<file path="src/rtl/serial_frame_aligner_pkg.sv">
// Shared types and header constants for the serial frame aligner.
package serial_frame_aligner_pkg;

    typedef enum logic {
        ST_SEARCH = 1'b0,
        ST_LOCKED = 1'b1
    } state_t;

    localparam logic [1:0] HDR_DATA = 2'b01;
    localparam logic [1:0] HDR_CTRL = 2'b10;

    // Wide enough for lock/unlock thresholds of 1..15
    localparam int unsigned MATCH_W = 4;

    function automatic logic hdr_is_valid(input logic [1:0] hdr);
        return (hdr == HDR_DATA) || (hdr == HDR_CTRL);
    endfunction

endpackage

</file>
<file path="src/rtl/serial_frame_aligner.sv">
// Serial-to-parallel frame aligner: locks onto a 2-bit sync header per frame
// and emits payload words with data/control qualification once locked.
module serial_frame_aligner
    import serial_frame_aligner_pkg::*;
#(
    parameter int unsigned WIDTH        = 8,
    parameter int unsigned LOCK_COUNT   = 4,
    parameter int unsigned UNLOCK_COUNT = 3
) (
    input  logic             clk160_i,
    input  logic             rst_n_i,
    input  logic             serial_i,
    output logic [WIDTH-1:0] data_o,
    output logic             data_valid_o,
    output logic             ctrl_o,
    output logic             locked_o,
    output logic             slip_o
);

    localparam int unsigned FRAME = WIDTH + 2;
    localparam int unsigned CNT_W = $clog2(FRAME);

    state_t               state_q, state_d;
    logic [FRAME-1:0]     sr_q, sr_d;
    logic [CNT_W-1:0]     cnt_q, cnt_d;
    logic [MATCH_W-1:0]   good_q, good_d;
    logic [MATCH_W-1:0]   bad_q, bad_d;
    logic [WIDTH-1:0]     data_d;
    logic                 valid_d;
    logic                 ctrl_d;
    logic                 locked_d;
    logic                 slip_d;
    logic [1:0]           hdr;
    logic                 frame_end;

    // State and output registers
    always_ff @(posedge clk160_i or negedge rst_n_i) begin
        if (!rst_n_i) begin
            state_q      <= ST_SEARCH;
            sr_q         <= '0;
            cnt_q        <= '0;
            good_q       <= '0;
            bad_q        <= '0;
            data_o       <= '0;
            data_valid_o <= 1'b0;
            ctrl_o       <= 1'b0;
            locked_o     <= 1'b0;
            slip_o       <= 1'b0;
        end else begin
            state_q      <= state_d;
            sr_q         <= sr_d;
            cnt_q        <= cnt_d;
            good_q       <= good_d;
            bad_q        <= bad_d;
            data_o       <= data_d;
            data_valid_o <= valid_d;
            ctrl_o       <= ctrl_d;
            locked_o     <= locked_d;
            slip_o       <= slip_d;
        end
    end

    // Frame check operates on the shift register value after this cycle's shift
    always_comb begin
        sr_d      = {sr_q[FRAME-2:0], serial_i};
        hdr       = sr_d[FRAME-1 -: 2];
        frame_end = (cnt_q == CNT_W'(FRAME - 1));

        state_d = state_q;
        cnt_d   = frame_end ? '0 : cnt_q + CNT_W'(1);
        good_d  = good_q;
        bad_d   = bad_q;
        data_d  = data_o;
        ctrl_d  = ctrl_o;
        valid_d = 1'b0;
        slip_d  = 1'b0;

        if (frame_end) begin
            case (state_q)
                ST_SEARCH: begin
                    if (hdr_is_valid(hdr)) begin
                        if (good_q >= MATCH_W'(LOCK_COUNT - 1)) begin
                            state_d = ST_LOCKED;
                            good_d  = '0;
                            bad_d   = '0;
                        end else if (good_q != '1) begin
                            good_d = good_q + MATCH_W'(1);
                        end
                    end else begin
                        // Move the boundary one bit earlier and restart matching
                        good_d = '0;
                        cnt_d  = CNT_W'(1);
                        slip_d = 1'b1;
                    end
                end
                ST_LOCKED: begin
                    if (hdr_is_valid(hdr)) begin
                        valid_d = 1'b1;
                        data_d  = sr_d[WIDTH-1:0];
                        ctrl_d  = (hdr == HDR_CTRL);
                        bad_d   = '0;
                    end else if (bad_q >= MATCH_W'(UNLOCK_COUNT - 1)) begin
                        state_d = ST_SEARCH;
                        good_d  = '0;
                        bad_d   = '0;
                    end else if (bad_q != '1) begin
                        bad_d = bad_q + MATCH_W'(1);
                    end
                end
                default: state_d = ST_SEARCH;
            endcase
        end

        locked_d = (state_d == ST_LOCKED);
    end

endmodule

</file>
<file path="config.mk">
export PLATFORM = sky130hd
export DESIGN_NAME = serial_frame_aligner
export DESIGN_NICKNAME = d
export VERILOG_FILES = /design/src/rtl/serial_frame_aligner_pkg.sv /design/src/rtl/serial_frame_aligner.sv
export SDC_FILE = /design/constraint.sdc
export NUM_CORES = 1
export LEC_CHECK = 0
export BUFFER_PORTS_ARGS = -buffer_cell sky130_fd_sc_hd__buf_2
export CORE_MARGIN = 2
export CORE_UTILIZATION = 50
export DETAILED_ROUTE_END_ITERATION = 6
export GPL_TIMING_DRIVEN = 0
export PLACE_DENSITY_LB_ADDON = 0.3
export SYNTH_ARGS = -nofsm -noshare
export SYNTH_HDL_FRONTEND = slang
export SYNTH_SLANG_ARGS = --single-unit
</file>
<file path="constraint.sdc">
create_clock -name clk160_i -period 1.65 [get_ports clk160_i]
set_clock_uncertainty 0.15 [all_clocks]
set_input_delay 0.33 -clock clk160_i [delete_from_list [all_inputs] [get_ports clk160_i]]
set_output_delay 0.33 -clock clk160_i [all_outputs]
set_load 0.005 [all_outputs]
</file>
# [Word level (Yosys, flattened, before mapping)]
# Index checks and enable logic that the tools add are counted.
[classes] bitwise=1 magnitude_cmp=2 add_sub_neg=3 n_mux=27 n_eq_ne=11 reduce_logical=4
[op_table] op="two-way mux 4 bit" n=14
[op_table] op="one-hot mux 4 bit (2 select lines)" n=2
[op_table] op="adder 4 x 1 -> 4 bit, second input constant" n=3
[op_table] op="!= test 4 bit, second input constant" n=3
[op_table] op="two-way mux 1 bit" n=10
[op_table] op=">= comparator 4 x 2 -> 1 bit, second input constant" n=2
[op_table] op="AND reduction 4 bit" n=2
[op_table] op="!= test 2 bit, second input constant" n=3
[op_table] op="equality test 4 bit, second input constant" n=1
[op_table] op="!= test 4 x 1 -> 1 bit, second input constant" n=1
[op_table] op="AND reduction 3 bit" n=1
[op_table] op="equality test 2 x 1 -> 1 bit, second input constant" n=1
[op_table] op="equality test 2 bit, second input constant" n=1
[op_table] op="!= test 2 x 1 -> 1 bit, second input constant" n=1
[op_table] op="one-hot mux 1 bit (2 select lines)" n=1
[op_table] op="logical OR 1 bit" n=1
[op_table] op="inverter 1 bit" n=1
[totals] output_inout_bits=12 reg_bits=33

# [Logic depth before layout (Yosys ltp)]
[depth] depth_word=5 ltp_mapped=5 mapped_depth_nobuf=5

# [Worst setup path before layout]
# OpenSTA, ideal clock, no wires.
[synth_path] path_kind="reg2reg" start="register sr_q[7]" end="register bad_q[0]" path_slack_ns=-0.047 synth_period_minus_slack_ns=1.697 arrival_time_ns=1.422 path_stages_with_launch=6 required_time_ns=1.375 setup_time_ns=0.125 cell_sequence="dfrtp_1 -> inv_1 -> ha_1 -> nor2b_1 -> nor3_2 -> mux2_2"
[synth_between] elab_chain_len=4
[synth_rtl] element="start, declared" line="serial_frame_aligner.sv:24" text="logic [FRAME-1:0] sr_q, sr_d;"
[synth_rtl] element="start signal, assigned" line="serial_frame_aligner.sv:51" text="sr_q <= sr_d;"
[synth_rtl] element="equality test 2 x 1 -> 1 bit / equality test 2 bit (equally long branches)" line="serial_frame_aligner_pkg.sv:16" text="return (hdr == HDR_DATA) || (hdr == HDR_CTRL);"
[synth_rtl] element="logical OR 1 bit (*)" line="serial_frame_aligner_pkg.sv:16"
[synth_rtl] element="!= test 4 x 1 -> 1 bit (no line), or another cell as far along"
[synth_rtl] element="AND reduction 4 bit (no line) / one-hot mux 4 bit (2 select lines) (equally long branches)"
[synth_rtl] element="end signal, assigned" line="serial_frame_aligner.sv:43" text="bad_q <= '0;"
[synth_rtl] element="end signal, assigned" line="serial_frame_aligner.sv:54" text="bad_q <= bad_d;"
[synth_rtl] element="end, declared" line="serial_frame_aligner.sv:27" text="logic [MATCH_W-1:0] bad_q, bad_d;"
# Every way passes the cells marked *; elsewhere a longest branch is shown, timed or not.
# A chain may end at the register's enable or synchronous reset.

# [Worst setup path after layout]
[layout_path] start="register sr_q[7]" end="register bad_q[1]"
# Same word-level chain as after synthesis.

==> results.md <==
* Status: finished with violations
* Failing checks: setup timing
* GRT Overall Usage at 0.201
* Actual slew at the worst max-slew pin at 0.713 ns
* WL/cell at 16.0 µm
* Crit end category: register
* Initial Util at 0.527
* Power, Total at 1.77 mW
* Max IR drop VDD at 0.779 mV
* Largest net degree at the start of global routing at 34
* DRC viols at 0
* H-tree depth at 2
* Final Max Tran Viols at 0
* Initial antenna violation count at 0
* Mean post-synth cell area at 14.2 µm²
* Yosys warns at 0
* Startpoint Class: register
* Post-synthesis adder-cell area fraction at 0.0387
* Dpl cells at 135
* Clock latency on the worst-skew pair at 0.33 ns
* Num CTS Buffers at 5
* First-pass GRT wire length at 3.98 mm
* TritonCTS clock tree: yes
* Ports at 15
* Crit path DAT at 1.76 ns
* Vias per inst at 5.38
* Yosys cell types at 27
* Maximum capacitance violations at 0
* Die Wd at 54.9 µm
* Post-route cell area at 1630 µm²
* Setup_tns at -0.124 ns
* Hold Crit Depth at 0
* Worst Path Buf+Inv at 1
* Compound-Gate Fraction of Synth Area at 0.0358
* Hold Slack at 0.230 ns
* Final wirelength at 2.42 mm
* CORE AREA at 2450 µm²
* Worst-path clk slew at 0.11 ns
* CTS max path bufs at 2
* Crit-path slowest cell: dfrtp_1
* I/O Buffers at 14
* Final Hold Fails at 0
* F_max at 0.593 GHz
* Cell breakdown of the critical path: inv_2 -> ha_4 -> nor2b_4 -> nor3_4 -> mux2_4
* Seq/Total Area, Yosys at 0.638
* Power Density at 1080 nW/µm²
* Layout cell share with drive strength beyond 1 at 0.455
* Syn nets at 98
* Remaining antenna violation count at 0
* Fin nets at 127
* DRT iter0 DRCs at 9
* P&R area growth vs syn at 26.3%
* Via count at 813
* Layout Cells excl Fill at 151
* Min-Delay Path Class: register to register
* Dpl cell area at 1430 µm²
* Dpl hpwl at 1.45 mm
* Leakage at 0.849 nW
* Antenna diode count at 0
* Row count at 18
* RSZ-0062 raised after global routing: true
* Final worst-path cycle share at 1.02
* Die Area at 3010 µm²
* Setup ws final at -0.0370 ns
* Vias in the first global route at 830
* Die height at 54.9 µm
* Critical path's top delay family: flip-flops
* Largest family of logic cells by synthesized area: simple AND/OR/NAND/NOR gates
* Gpl congestion at 0.640
* Cell count after synthesis at 91
* Mux contribution to synthesized area at 0.120
* Reg2Reg Depth at 5
* Seq cells post-synth at 33
* Critical path class: register to register
* Crit path depth at 5
* Worst-path fanout max at 4
* DR pass1 iterations at 6
* Synth Area in Simple Gates at 0.132
* Total grt overflow at 0
* Worst rel slew slack at 0.525
* Max stage delay on crit path at 0.41 ns
* Setup Viol. Count Final at 8
* Synthesized cell area at 1290 µm²
* XOR/XNOR share of the synthesized area at 0.00677
* Tmin final at 1.69 ns
* Crit path required time at 1.72 ns
* Clock Sinks at 33
* Clk Tree Root Cell: clkbuf_4
==> cell type report <==
type / count / area, µm²
Buffer: 1 / 11.3
Inverter: 7 / 26.3
Tap cell: 30 / 37.5
Clock buffer: 6 / 41.3
Multi-Input combinational cell: 51 / 554
Fill cell: 173 / 821
Timing Repair Buffer: 21 / 128
Clock inverter: 2 / 10.0
Sequential cell: 33 / 826
==> power by group <==
group | internal, mW | leakage (nW) | total, mW | switching [mW]
combinational | 0.178 | 0.389 | 0.328 | 0.150
sequential | 0.897 | 0.428 | 1.01 | 0.112
clock | 0.162 | 0.0320 | 0.431 | 0.269
==> layer usage <==
| layer | track usage | up-vias | share of wire | wire [µm] |
|---|---|---|---|---|
| met3 | 0.0574 | 5 | 0.030 | 72 |
| met2 | 0.345 | 16 | 0.54 | 1310 |
| met1 | 0.232 | 419 | 0.41 | 993 |
| met4 | 0.0875 | 0 | 0.017 | 40 |
| li1 | - | 373 | - | - |
| met5 | 0 | - | 0 | 0 |
==> cell usage after synthesis, drive strengths merged <==
cell type  number  area share
nor2            2      0.0058
nand2           5       0.016
or4             1      0.0058
xnor2           1      0.0068
o22ai           1      0.0048
nand3           1      0.0039
nand3b          1      0.0058
nand4bb         1      0.0087
mux2           12        0.10
a311oi          1      0.0068
a211oi          1      0.0058
nor3            4       0.019
or2b            1      0.0058
buf             1      0.0087
inv             7       0.020
nor4            2       0.021
and2b           2       0.012
and4bb          1       0.013
o21ai           3       0.012
ha              4       0.039
nor2b           3       0.015
mux2i           2       0.015
dfrtp          33        0.64
a22o            1      0.0068
==> layout by cell type (no fill, tap or decap), types with 2 or more instances in the layout <==
cell type | synthesis | routed
buf_2 | 0 | 14
buf_4 | 0 | 5
clkbuf_4 | 0 | 5
clkinv_2 | 0 | 2
dfrtp_1 | 33 | 33
dlygate4sd3_1 | 0 | 2
ha_1 | 4 | 3
inv_1 | 7 | 6
mux2_2 | 12 | 8
mux2_4 | 0 | 4
mux2i_1 | 2 | 2
nand2_1 | 4 | 4
nand2_4 | 0 | 2
nor2_1 | 2 | 2
nor2b_1 | 3 | 2
nor3_2 | 1 | 2
nor4_4 | 1 | 2
o21ai_0 | 3 | 3
==> final timing paths <==
path | from | endpoint | slack (ns)
min in group asynchronous | rst_n_i | sr_q[4] | 0.42
max | sr_q[7] | bad_q[1] | -0.04
max reg2reg | sr_q[7] | bad_q[1] | -0.04
min | sr_q[1] | sr_q[2] | 0.23
min reg2reg | sr_q[1] | sr_q[2] | 0.23
max in group asynchronous | rst_n_i | data_o[1] | 0.46
==> registers in the layout (all words and copies together) (netlist names) <==
name,count
state_q,1
sr_q,9
slip_o,1
good_q,4
data_o,8
cnt_q,4
data_valid_o,1
ctrl_o,1
bad_q,4
==> worst register-to-register path: cells and delay by family, from the launching register on <==
| kind | cells | cell delay, ns |
|---|---|---|
| flops | 1 | 0.41 |
| simple gates | 2 | 0.40 |
| mux | 1 | 0.33 |
| fa+ha+maj | 1 | 0.20 |
| buf+inv | 1 | 0.07 |
==> through the flow <==
stage | setup slack, ns | utilization
after global placement | -0.0945 | 0.584
after global routing | -0.110 | 0.666
after detailed placement | -0.136 | 0.584
final | -0.0370 | 0.666
after floorplan | 0.00701 | -
after CTS | -0.0380 | 0.657
==> cell families (layout without fill, tap and decap cells) <==
kind of cell	count (synthesis)	in the layout
mux	14	14
fa+ha+maj	4	4
xor+xnor	1	1
flops	33	33
buf+inv	8	37
simple gates	24	25
compound gates	7	7
==> repair_timing <==
item,4_1_cts,5_1_grt
hold endpoints to repair,34,0
gates cloned,1,0
hold buffers,2,0
buffers inserted,5,0
setup endpoints to repair,17,16
gates resized for setup,13,3
pin swaps,4,3
No activity file was read; power rests on OpenSTA's default activity.
